--- src/rtl/mul_seq_unit_pkg.sv ---
// Shared encodings for the sequential RV32M multiplier: operation codes,
// controller states and the default datapath width.
package mul_seq_unit_pkg;

  localparam int XLEN_DEF = 32;

  typedef enum logic [1:0] {
    OP_MUL    = 2'b00,
    OP_MULH   = 2'b01,
    OP_MULHSU = 2'b10,
    OP_MULHU  = 2'b11
  } mul_op_e;

  typedef enum logic [1:0] {
    ST_IDLE = 2'b00,
    ST_CALC = 2'b01,
    ST_FIX  = 2'b10,
    ST_DONE = 2'b11
  } mul_state_e;

endpackage

--- src/rtl/mul_seq_unit_cla.sv ---
// N-bit carry-lookahead adder built from 4-bit lookahead groups chained by
// their group carries; Num must be a multiple of 4.
module CLA_N_Bit #(
  parameter int Num = 32
) (
  input  logic [Num-1:0] a,
  input  logic [Num-1:0] b,
  input  logic           cin,
  output logic [Num-1:0] sum,
  output logic           cout
);

  logic [Num-1:0] g_s;
  logic [Num-1:0] p_s;
  logic [Num:0]   c_s;

  assign g_s = a & b;
  assign p_s = a ^ b;

  // Per-group lookahead carries, each group seeded by the previous group carry
  always_comb begin
    c_s    = '0;
    c_s[0] = cin;
    for (int k = 0; k < Num / 4; k++) begin
      c_s[4*k+1] = g_s[4*k] | (p_s[4*k] & c_s[4*k]);
      c_s[4*k+2] = g_s[4*k+1] | (p_s[4*k+1] & g_s[4*k])
                 | (p_s[4*k+1] & p_s[4*k] & c_s[4*k]);
      c_s[4*k+3] = g_s[4*k+2] | (p_s[4*k+2] & g_s[4*k+1])
                 | (p_s[4*k+2] & p_s[4*k+1] & g_s[4*k])
                 | (p_s[4*k+2] & p_s[4*k+1] & p_s[4*k] & c_s[4*k]);
      c_s[4*k+4] = g_s[4*k+3] | (p_s[4*k+3] & g_s[4*k+2])
                 | (p_s[4*k+3] & p_s[4*k+2] & g_s[4*k+1])
                 | (p_s[4*k+3] & p_s[4*k+2] & p_s[4*k+1] & g_s[4*k])
                 | (p_s[4*k+3] & p_s[4*k+2] & p_s[4*k+1] & p_s[4*k] & c_s[4*k]);
    end
  end

  assign sum  = p_s ^ c_s[Num-1:0];
  assign cout = c_s[Num];

endmodule

--- src/rtl/mul_seq_unit.sv ---
// Radix-2 shift-add multiplier for MUL/MULH/MULHSU/MULHU. Operands are
// reduced to magnitudes on accept and the sign is restored in the FIX state.
module mul_seq_unit
  import mul_seq_unit_pkg::*;
#(
  parameter int XLEN  = XLEN_DEF,
  parameter int CNT_W = 6
) (
  input  logic            clk,
  input  logic            rst,
  input  logic            valid_in,
  output logic            ready_out,
  input  logic [1:0]      op,
  input  logic [XLEN-1:0] rs1,
  input  logic [XLEN-1:0] rs2,
  input  logic            flush,
  output logic            valid_out,
  output logic [XLEN-1:0] result
);

  localparam logic [XLEN-1:0]   ONE_X    = XLEN'(1);
  localparam logic [2*XLEN-1:0] ONE_P    = (2*XLEN)'(1);
  localparam logic [CNT_W-1:0]  ONE_C    = CNT_W'(1);
  localparam logic [CNT_W-1:0]  LAST_CNT = CNT_W'(XLEN - 1);

  function automatic logic [XLEN-1:0] magnitude(input logic [XLEN-1:0] v, input logic is_signed);
    magnitude = (is_signed && v[XLEN-1]) ? (~v + ONE_X) : v;
  endfunction

  mul_state_e        state_r, state_s;
  mul_op_e           op_s, op_r;
  logic [XLEN-1:0]   mcand_r;
  logic [2*XLEN-1:0] prod_r;
  logic [2*XLEN-1:0] step_s;
  logic [2*XLEN-1:0] fix_prod_s;
  logic [CNT_W-1:0]  cnt_r;
  logic              neg_r;
  logic              valid_r;
  logic [XLEN-1:0]   result_r;
  logic [XLEN-1:0]   sum_s;
  logic              cout_s;
  logic              rs1_signed_s;
  logic              rs2_signed_s;
  logic              accept_s;

  assign op_s         = mul_op_e'(op);
  assign rs1_signed_s = (op_s == OP_MULH) || (op_s == OP_MULHSU);
  assign rs2_signed_s = (op_s == OP_MULH);
  assign accept_s     = (state_r == ST_IDLE) && valid_in && !flush;

  CLA_N_Bit #(.Num(XLEN)) u_cla (
    .a    (prod_r[2*XLEN-1:XLEN]),
    .b    (mcand_r),
    .cin  (1'b0),
    .sum  (sum_s),
    .cout (cout_s)
  );

  // The adder carry becomes the new top product bit after the shift
  assign step_s     = prod_r[0] ? {cout_s, sum_s, prod_r[XLEN-1:1]}
                                : {1'b0, prod_r[2*XLEN-1:1]};
  assign fix_prod_s = neg_r ? (~prod_r + ONE_P) : prod_r;

  // Controller next-state
  always_comb begin
    state_s = state_r;
    case (state_r)
      ST_IDLE: begin
        if (accept_s) state_s = ST_CALC;
        else          state_s = ST_IDLE;
      end
      ST_CALC: begin
        if (flush)                  state_s = ST_IDLE;
        else if (cnt_r == LAST_CNT) state_s = ST_FIX;
        else                        state_s = ST_CALC;
      end
      ST_FIX: begin
        if (flush) state_s = ST_IDLE;
        else       state_s = ST_DONE;
      end
      ST_DONE: state_s = ST_IDLE;
      default: state_s = ST_IDLE;
    endcase
  end

  // State register, datapath and registered result
  always_ff @(posedge clk or posedge rst) begin
    if (rst) begin
      state_r  <= ST_IDLE;
      op_r     <= OP_MUL;
      mcand_r  <= '0;
      prod_r   <= '0;
      cnt_r    <= '0;
      neg_r    <= 1'b0;
      valid_r  <= 1'b0;
      result_r <= '0;
    end else begin
      state_r <= state_s;
      valid_r <= 1'b0;
      case (state_r)
        ST_IDLE: begin
          if (accept_s) begin
            op_r    <= op_s;
            mcand_r <= magnitude(rs1, rs1_signed_s);
            prod_r  <= {{XLEN{1'b0}}, magnitude(rs2, rs2_signed_s)};
            cnt_r   <= '0;
            neg_r   <= (rs1_signed_s & rs1[XLEN-1]) ^ (rs2_signed_s & rs2[XLEN-1]);
          end
        end
        ST_CALC: begin
          if (!flush) begin
            prod_r <= step_s;
            cnt_r  <= cnt_r + ONE_C;
          end
        end
        ST_FIX: begin
          if (!flush) begin
            prod_r   <= fix_prod_s;
            result_r <= (op_r == OP_MUL) ? fix_prod_s[XLEN-1:0] : fix_prod_s[2*XLEN-1:XLEN];
            valid_r  <= 1'b1;
          end
        end
        ST_DONE: valid_r <= 1'b0;
        default: valid_r <= 1'b0;
      endcase
    end
  end

  assign ready_out = (state_r == ST_IDLE);
  assign valid_out = valid_r & ~flush;
  assign result    = result_r;

endmodule

--- config.mk ---
export PLATFORM = sky130hd
export DESIGN_NAME = mul_seq_unit
export DESIGN_NICKNAME = d
export VERILOG_FILES = /design/src/rtl/mul_seq_unit_pkg.sv /design/src/rtl/mul_seq_unit_cla.sv /design/src/rtl/mul_seq_unit.sv
export SDC_FILE = /design/constraint.sdc
export NUM_CORES = 1
export LEC_CHECK = 0
export CORE_MARGIN = 4
export CORE_UTILIZATION = 45
export CTS_BUF_LIST = sky130_fd_sc_hd__clkbuf_8
export DETAILED_ROUTE_END_ITERATION = 10
export GPL_ROUTABILITY_DRIVEN = 1
export PLACE_DENSITY = 0.65
export SYNTH_ARGS = -nofsm -noshare
export SYNTH_HDL_FRONTEND = slang
export SYNTH_SLANG_ARGS = --single-unit
--- constraint.sdc ---
create_clock -name clk -period 5 [get_ports clk]
set_input_delay 0.75 -clock clk [delete_from_list [all_inputs] [get_ports clk]]
set_output_delay 0.75 -clock clk [all_outputs]
set_load 0.03 [all_outputs]
==> impl_metrics.json, run 1 <==
{
  "grt_pass1_wl_microns": 49950,
  "final_area_sq_mm": 0.01226,
  "root_buffer": "clkbuf_8",
  "fin_crit_ns": 3.486,
  "ys.flop_type": "dfrtp_1",
  "synthesis.nets": 1412,
  "fmax_mhz": 286.9,
  "ys_warn_count": 0,
  "timing.rr.start": "prod_r[37]",
  "ys_ff_latch": 140,
  "initial_core_util_pct": 46.26,
  "drcViolationCount": 0,
  "routedWlPerCell_microns": 18.17,
  "ios": 104,
  "cap_violations": 0,
  "tns_ns": 0,
  "clockBufferDepth": 2,
  "finalHoldViolCount": 0,
  "min_period_over_period_pct": 69.71,
  "core_sq_mm": 0.02292,
  "crit_arrival_ns": 3.81,
  "cp_max_fo": 7,
  "viasPerCell": 5.955,
  "grt_pass1_vias": 9690,
  "placed_cell_area_sq_mm": 0.01187,
  "tightest_slew_ns": 0.9804,
  "dieArea_sq_mm": 0.02608,
  "clk_pin_slew_worst_paths_ns": 0.08,
  "io_buffer_count": 103,
  "synth_seq_area_share_pct": 33.05,
  "cp.required_ns": 5.33,
  "gp_congestion": 0.9206,
  "grt_max_degree": 73,
  "power_density_mw_per_mm2": 292.9,
  "final_nets": 1475,
  "syn_avg_cell_area_sq_um": 8.199,
  "setup_ws_ns": 1.514,
  "dp_slack_ns": 1.400,
  "clock-sinks": 140,
  "antenna_cells": 0,
  "hold_start": "result[13]",
  "setup_viol": 0,
  "clk_latency_ns": 0.47,
  "power_mw": 3.590,
  "cts_setup_buffers": 0,
  "cts_buffers": 17,
  "critPathLaunch": "prod_r[37]",
  "drt_iter0_drc": 715,
  "syn_area_sq_mm": 0.01060,
  "drt-pass1-iter-count": 5,
  "htreeDepth": 4,
  "rsz0062_at_grt": "false",
  "rows": 55,
  "cellLeakagePower_nw": 5.001,
  "synthCells": 1293,
  "syn_to_final_growth_pct": 15.63,
  "slew_violations": 0,
  "mostFrequentLayoutCells": "o21ai_0, nand2_1, dfrtp_1, nor2_1, clkdlybuf4s50_1",
  "drt-total-wl_microns": 30570,
  "hold_buffers": 0,
  "status": "complete, no violations",
  "post_cts.resized_instances": 0,
  "drive_gt1_share_pct": 5.625,
  "slew_headroom_pct": 34.40,
  "finClkSkew_ns": 0.01530,
  "synth_cell_types": 69,
  "ant_nets": 0,
  "holdPathStages": 2,
  "irDropWorstVdd_uv": 148.6,
  "rr_worst_depth": 14,
  "crit_path_start_kind": "flip-flop",
  "crit_type": "reg -> reg",
  "hp-class": "reg -> reg",
  "die_w_microns": 161.5,
  "fill_cells": 2191,
  "synth_edf_count": 0,
  "worst_setup_path_end_kind": "flip-flop",
  "final_common_cell": "o21ai_0",
  "grt_use_total_pct": 23.48,
  "grt-ovfl-total": 0,
  "grt_antenna_before_repair": 0,
  "via_count": 10020,
  "cts_tree": "done",
  "async_flop_share_pct": 100.0,
  "dp_hpwl_microns": 22390,
  "fp.dieH_microns": 161.5
}
## metrics by stage
stage	hold slack, ns	instances	util (%)
after CTS	0.4864	1682	53.49
after global routing	0.5013	1682	53.49
after floorplan	0.4563	1293	-
after global placement	0.4604	1650	51.80
after detailed placement	0.4614	1650	51.80
final	0.4793	1682	53.49
## final cells by class
| class | count | area (sq um) | share of cell area (%) |
|---|---|---|---|
| Tap cell | 313 | 391.6 | 3.195 |
| Sequential cell | 140 | 3505 | 28.59 |
| Clock inverter | 13 | 125.1 | 1.021 |
| Multi-Input combinational cell | 1050 | 6714 | 54.77 |
| Inverter | 28 | 110.1 | 0.8982 |
| Timing Repair Buffer | 119 | 1151 | 9.391 |
| Clock buffer | 19 | 261.5 | 2.133 |
## state kept, by name, summed over array words and instances, names as in the netlist
register and flops:
prod_r 64, mcand_r 32, result 32, cnt_r 6
op_r 2, state_r 2, neg_r 1, valid_r 1
## kinds of logic after synthesis
| group | count (synthesis) | synth area share [%] |
|---|---|---|
| adders and majority gates | 49 | 6.350 |
| buffers and inverters | 103 | 3.670 |
| and+or+nand+nor | 428 | 19.01 |
| xor gates and xnor gates | 138 | 11.40 |
| DFF | 140 | 33.05 |
| AOI/OAI and AO/OA | 413 | 24.37 |
| muxes | 22 | 2.148 |
## where the power goes
| part | switching (mW) | total (mW) | leakage [nW] | internal (mW) |
|---|---|---|---|---|
| combinational | 0.713 | 1.21 | 2.99 | 0.496 |
| clock | 0.463 | 0.925 | 0.198 | 0.462 |
| sequential | 0.185 | 1.46 | 1.81 | 1.27 |
## critical path, cell delays in order (launching register included)
cell     delay (ns)
dfrtp_1        0.48
ha_1           0.39
a21oi_1        0.23
o22ai_1        0.16
o21ai_0        0.30
a21o_1         0.24
nand2_1        0.12
a21oi_1        0.22
o21ai_0        0.15
a21o_1         0.21
fa_1           0.37
xnor2_1        0.14
a21oi_1        0.08
a22oi_1        0.16
o21ai_0        0.10
## synth_stat cells, drive strengths merged, types with 8 or more instances
cell type / count / area [sq um]
a21oi: 84 / 420.4
nand4: 8 / 50.05
nand3: 22 / 115.1
nor2: 106 / 397.9
inv: 28 / 105.1
o41ai: 17 / 163.9
ha: 41 / 513.0
or3: 16 / 100.1
or2: 11 / 68.81
nor4: 12 / 90.09
dfrtp: 140 / 3503
a221oi: 21 / 183.9
a221o: 8 / 80.08
o31ai: 26 / 195.2
xnor2: 94 / 823.3
xor2: 44 / 385.4
nand2b: 9 / 56.30
or4: 8 / 67.56
nor2b: 11 / 68.82
a21o: 11 / 82.58
nor3: 36 / 185.2
mux2i: 16 / 160.2
fa: 8 / 160.2
a22oi: 15 / 112.6
o21ai: 166 / 830.8
nand2: 163 / 611.8
clkbuf: 68 / 255.2
o22ai: 13 / 81.33
## layer usage
metal  part of all wire, %  track usage [%]  vias up  wire length (microns)
met4                   1.2            4.731        0                    372
met5                     0                0        -                      0
met3                   6.2            4.389       32                   1902
met2                    48            39.45      301                  14820
li1                      -                -     4810                      -
met1                    44            31.91     4873                  13470
## final timing paths
| check | endpoint | slack, ns |
|---|---|---|
| worst max-delay path | prod_r[60] | 1.51 |
| worst min-delay path | result[13] | 0.48 |
| worst max register to register | prod_r[60] | 1.51 |
| worst min register to register | result[13] | 0.48 |
| max in group asynchronous | neg_r | 3.20 |
| min in group asynchronous | result[17] | 0.74 |
No activity file was read; power rests on OpenSTA's default activity.
==> inputs of run 2 (changes only) <==
--- a/config.mk
+++ b/config.mk
@@ -10,7 +10,7 @@
 export CTS_BUF_LIST = sky130_fd_sc_hd__clkbuf_8
 export DETAILED_ROUTE_END_ITERATION = 10
 export GPL_ROUTABILITY_DRIVEN = 1
-export PLACE_DENSITY = 0.65
+export PLACE_DENSITY = 0.68
 export SYNTH_ARGS = -nofsm -noshare
 export SYNTH_HDL_FRONTEND = slang
 export SYNTH_SLANG_ARGS = --single-unit
==> constraint.sdc (replaced) <==
create_clock -name clk -period 2.8 [get_ports clk]
set_input_delay 0.42 -clock clk [delete_from_list [all_inputs] [get_ports clk]]
set_output_delay 0.42 -clock clk [all_outputs]
set_load 0.03 [all_outputs]
==> run 2 against run 1 <==
Effect of this change: the run now ends with setup timing left; clock power is 90% higher; maximum frequency is 18% higher; via count is 11% higher; hold slack worse by 0.063 ns; first-iteration DRC count increased by 32%; total power is 100% higher; largest cell class unchanged; highest routed layer unchanged.
==> impl_metrics.json, run 2 (synthesized netlist as in run 1, its figures left out) <==
{
  "final_area_sq_mm": 0.01441,
  "dp_slack_ns": -0.2119,
  "cts_tree": "done",
  "critPathLaunch": "mcand_r[10]",
  "ant_nets": 0,
  "status": "finished, violations left",
  "mostFrequentLayoutCells": "buf_4, nand2_1, dfrtp_1, o21ai_0, clkdlybuf4s50_1",
  "cp.required_ns": 3.13,
  "crit_arrival_ns": 3.28,
  "power_density_mw_per_mm2": 499.2,
  "cellLeakagePower_nw": 6.035,
  "drcViolationCount": 0,
  "dieArea_sq_mm": 0.02608,
  "cp_slowest_cell": "fa_2",
  "gp_congestion": 0.8871,
  "min_period_over_period_pct": 105.3,
  "grt_antenna_before_repair": 0,
  "slew_violations": 0,
  "core_sq_mm": 0.02292,
  "tightest_slew_ns": 1.024,
  "path_cells": "ha_4 > a21oi_2 > nand2_1 > a211oi_2 > a21o_1 > nand2_2 > a21oi_2 > o21ai_2 > a21o_1 > fa_2 > mux2i_2 > nor2_1 > a21oi_1 > o21ai_1",
  "irDropWorstVdd_uv": 342.2,
  "drt-total-wl_microns": 34270,
  "grt_use_total_pct": 25.25,
  "ios": 104,
  "htreeDepth": 4,
  "cp_max_fo": 4,
  "crit_path_start_kind": "flip-flop",
  "fp.dieH_microns": 161.5,
  "initial_core_util_pct": 46.26,
  "clk_latency_ns": 0.47,
  "setup_ws_ns": -0.1493,
  "clock-sinks": 140,
  "power_mw": 7.192,
  "cap_violations": 0,
  "worst_setup_path_end_kind": "flip-flop",
  "grt-ovfl-total": 0,
  "routedWlPerCell_microns": 18.43,
  "violations": "setup timing",
  "cp_top_family": "compound AO/OA/AOI/OAI gates",
  "grt_max_degree": 51,
  "via_count": 11090,
  "dp_hpwl_microns": 25190,
  "clk_pin_slew_worst_paths_ns": 0.08,
  "tns_ns": -0.7559,
  "drt-pass1-iter-count": 6,
  "timing.rr.start": "mcand_r[10]",
  "hold_buffers": 0,
  "drt_iter0_drc": 946,
  "rows": 55,
  "final_common_cell": "buf_4",
  "hp-class": "in -> async",
  "post-place-cells": 1811,
  "cts_buffers": 17,
  "viasPerCell": 5.963,
  "crit_type": "reg -> reg",
  "placed_cell_area_sq_mm": 0.01324,
  "rsz0062_at_grt": "true",
  "io_buffer_count": 103,
  "drive_gt1_share_pct": 22.51,
  "die_w_microns": 161.5,
  "max_flop_register": "prod_r",
  "root_buffer": "clkbuf_8",
  "final_nets": 1652,
  "largest_reg_flops": 64,
  "fmax_mhz": 339.1,
  "final_core_util_pct": 62.88,
  "syn_to_final_growth_pct": 35.91,
  "fin_crit_ns": 2.949,
  "grt_pass1_vias": 10960,
  "slew_headroom_pct": 31.74,
  "path_buf_inv": 0,
  "finalNonFillerCells": 1859,
  "grt_pass1_wl_microns": 54190,
  "finalHoldViolCount": 0,
  "fill_cells": 1931,
  "finClkSkew_ns": 0.01492,
  "clockBufferDepth": 2,
  "rrSetupSlack_ns": -0.15,
  "setup_viol": 13,
  "antenna_cells": 0,
  "hold_ws_ns": 0.4159,
  "critical-path-max-stage-delay_ns": 0.44
}
-- run 2: changes by cell type in the layout (fill, tap and decap cells not counted), sizes merged --
cell | previous run | this run
bufinv | 2 | 3
buf | 16 | 193
clkinv | 7 | 3
clkinvlp | 3 | 6
-- run 2: report_power, final --
group          switching [mW]  total (mW)  internal (mW)
clock network           0.845        1.76          0.916
logic                    1.56        2.87           1.31
registers               0.292        2.56           2.27
total                    2.70        7.19           4.50
-- run 2: what timing repair did --
item / in CTS / in global routing
resized for setup: 30 / 114
setup endpoints to repair: 33 / 61
pin swaps: 13 / 66
buffers inserted: 5 / 11
-- run 2: cell type report --
cell class	instances	area [sq um]	share of cell area (%)
inverter	28	108.9	0.7555
tap	313	391.6	2.718
clock inverter	13	150.1	1.042
clock buffer	19	261.5	1.815
multi-input combinational	1050	7411	51.43
sequential	140	3508	24.35
timing repair buffer	296	2577	17.89
-- run 2: final timing paths --
path / end / cells after the start
worst max-delay path: prod_r[59] / 14
worst min-delay path: prod_r[33] / 2
worst max register to register: prod_r[59] / 14
worst min register to register: result[13] / 2
max in group asynchronous: result[6] / 3
min in group clk: result[13] / 2
-- run 2: worst reg2reg max path, stage by stage (launching register included) --
cell,delay [ns]
dfrtp_1,0.43
ha_4,0.28
a21oi_2,0.13
nand2_1,0.08
a211oi_2,0.23
a21o_1,0.22
nand2_2,0.09
a21oi_2,0.20
o21ai_2,0.10
a21o_1,0.18
fa_2,0.44
mux2i_2,0.20
nor2_1,0.08
a21oi_1,0.11
o21ai_1,0.07
-- run 2: routing by layer --
metal | vias to the layer above | routed length, microns | global-route usage (%)
met5 | - | 0 | 0
met3 | 72 | 2108 | 4.210
met2 | 454 | 17070 | 42.87
li1 | 5170 | - | -
met4 | 0 | 822 | 6.824
met1 | 5389 | 14260 | 33.54
==> inputs of run 3 (changes only) <==
--- a/config.mk
+++ b/config.mk
@@ -10,7 +10,9 @@
 export CTS_BUF_LIST = sky130_fd_sc_hd__clkbuf_8
 export DETAILED_ROUTE_END_ITERATION = 10
 export GPL_ROUTABILITY_DRIVEN = 1
+export MAX_ROUTING_LAYER = met4
 export PLACE_DENSITY = 0.68
+export SLEW_MARGIN = 20
 export SYNTH_ARGS = -nofsm -noshare
 export SYNTH_HDL_FRONTEND = slang
 export SYNTH_SLANG_ARGS = --single-unit
==> constraint.sdc (replaced) <==
create_clock -name clk -period 2.8 [get_ports clk]
set_input_delay 0.28 -clock clk [delete_from_list [all_inputs] [get_ports clk]]
set_output_delay 0.28 -clock clk [all_outputs]
set_load 0.03 [all_outputs]
==> run 3 against run 2 <==
Effect of this change: the run still ends with setup timing left; via count down 3.0%; combinational power down 3%; routed wire length down 3.1%; total power down 0.15%; first-iteration DRC count unchanged; global-route usage down 0.23 points; critical path depth down 3; clock power up 6%; highest routed layer unchanged.
==> impl_metrics.json, run 3 (synthesized netlist as in run 1, its figures left out) <==
{
  "status": "finished, violations left",
  "violations": "setup timing",
  "dieArea_sq_mm": 0.02608,
  "finalNonFillerCells": 1824,
  "path_buf_inv": 2,
  "rows": 55,
  "drt-pass1-iter-count": 5,
  "max_flop_register": "prod_r",
  "fill_cells": 1955,
  "p_int_mw": 4.504,
  "area.sequential_sq_mm": 0.003508,
  "dp_hpwl_microns": 24230,
  "clockBufferDepth": 2,
  "drive_gt1_share_pct": 20.38,
  "ios": 104,
  "io_buffer_count": 103,
  "rr_worst_depth": 11,
  "cap_violations": 0,
  "grt_max_degree": 66,
  "final_nets": 1617,
  "drt_iter0_drc": 946,
  "grt-ovfl-total": 0,
  "initial_core_util_pct": 46.26,
  "via_count": 10760,
  "slew_headroom_pct": 53.71,
  "gp_congestion": 0.9440,
  "viasPerCell": 5.897,
  "tightest_slew_ns": 0.6923,
  "rsz0062_at_grt": "true",
  "crit_path_start_kind": "flip-flop",
  "finClkSkew_ns": 0.02224,
  "multiInputGateArea_sq_mm": 0.007321,
  "power_frac_clock_pct": 25.9,
  "dp_slack_ns": -0.1901,
  "crit_type": "reg -> reg",
  "mostFrequentLayoutCells": "nand2_1, buf_4, o21ai_0, dfrtp_1, clkdlybuf4s50_1",
  "p_comb_share_pct": 38.8,
  "power_density_mw_per_mm2": 510.8,
  "root_buffer": "clkbuf_8",
  "crit_cells": 11,
  "grt_use_total_pct": 25.03,
  "setup_ws_ns": -0.1740,
  "cts_buffers": 17,
  "timing.rr.start": "prod_r[27]",
  "p_seq_share_pct": 35.3,
  "cp.required_ns": 3.13,
  "worst_setup_path_end_kind": "flip-flop",
  "htreeDepth": 4,
  "hold_ws_ns": 0.2440,
  "final_core_util_pct": 61.35,
  "p_sw_mw": 2.677,
  "syn_to_final_growth_pct": 32.62,
  "antenna_cells": 0,
  "cellLeakagePower_nw": 5.859,
  "fin_crit_ns": 2.974,
  "clk_latency_ns": 0.47,
  "cp_top_family": "simple AND/OR/NAND/NOR gates",
  "min_period_over_period_pct": 106.2,
  "irDropWorstVdd_uv": 411.8,
  "drcViolationCount": 0,
  "clk_pin_slew_worst_paths_ns": 0.08,
  "fp.dieH_microns": 161.5,
  "critPathLaunch": "prod_r[27]",
  "fmax_mhz": 336.3,
  "drt-total-wl_microns": 33210,
  "path_cells": "or4_4 > or4_4 > nor4_4 > buf_4 > buf_6 > nand3_4 > nor4_4 > nor3_1 > a21oi_1 > o22a_1 > o221ai_2",
  "grt_pass1_vias": 10380,
  "hold_buffers": 0,
  "cts_tree": "done",
  "clock-sinks": 140,
  "ant_nets": 0,
  "post-place-cells": 1784,
  "grt_antenna_before_repair": 0,
  "grt_pass1_wl_microns": 52210,
  "tns_ns": -2.588,
  "cp_slowest_cell": "or4_4",
  "core_sq_mm": 0.02292,
  "die_w_microns": 161.5,
  "largest_reg_flops": 64,
  "slew_violations": 0,
  "swShare_pct": 37.28,
  "finalHoldViolCount": 0,
  "crit_arrival_ns": 3.31,
  "final_common_cell": "nand2_1",
  "critical-path-max-stage-delay_ns": 0.58,
  "hp-class": "in -> async",
  "routedWlPerCell_microns": 18.21,
  "cp_max_fo": 5,
  "setup_viol": 30
}
run 3: cell types whose count changed in the layout (fill, tap and decap cells not counted), sizes merged:
| cell | previous run | this run |
|---|---|---|
| inv | 29 | 28 |
| bufinv | 3 | 4 |
| clkinvlp | 6 | 7 |
| buf | 193 | 158 |
| clkbuf | 19 | 18 |
run 3: repair_timing:
| item | 4_1_cts | 5_1_grt |
|---|---|---|
| pin swaps | 4 | 39 |
| endpoints found under the setup margin | 30 | 61 |
| buffers inserted | 1 | 8 |
| cloned | 0 | 0 |
| gates resized for setup | 12 | 117 |
run 3: power groups by stage:
stage	clock network, mW	logic (mW)	registers (mW)
floorplan	0	1.54	2.56
global placement	0	2.50	2.55
detailed placement	0	2.54	2.56
CTS	1.87	2.57	2.53
global route	1.97	3.04	2.57
finish	1.86	2.78	2.54
run 3: worst paths after layout:
path | to | slack (ns)
max in group asynchronous | neg_r | 1.76
setup / recovery | prod_r[54] | -0.17
setup reg to reg | prod_r[54] | -0.17
hold reg to reg | result[31] | 0.49
min in group clk | op_r[1] | 0.42
hold / removal | mcand_r[1] | 0.24
run 3: final cells by class:
| class | count | share of cell area, % |
|---|---|---|
| well taps | 313 | 2.785 |
| multi-input cells | 1050 | 52.07 |
| inverters | 28 | 0.7742 |
| clock buffers | 18 | 1.762 |
| clock inverters | 14 | 1.370 |
| repair buffers | 261 | 16.29 |
| flip-flops and latches | 140 | 24.95 |
run 3: metal layers:
layer  wire, microns  up-vias  track usage [%]  part of all wire [%]
met5               0        -                -                     0
met4             609        0            6.282                   1.8
met3            2063       51            4.210                   6.2
met2           16200      358            40.22                    49
met1           14340     5243            33.19                    43
li1                -     5104                -                     -
run 3: through the flow:
stage | area, sq um | power [mW]
finish | 14060 | 7.181
global route | 14060 | 7.574
CTS | 13520 | 6.970
detailed placement | 13010 | 5.097
global placement | 13010 | 5.045
floorplan | 10690 | 4.108
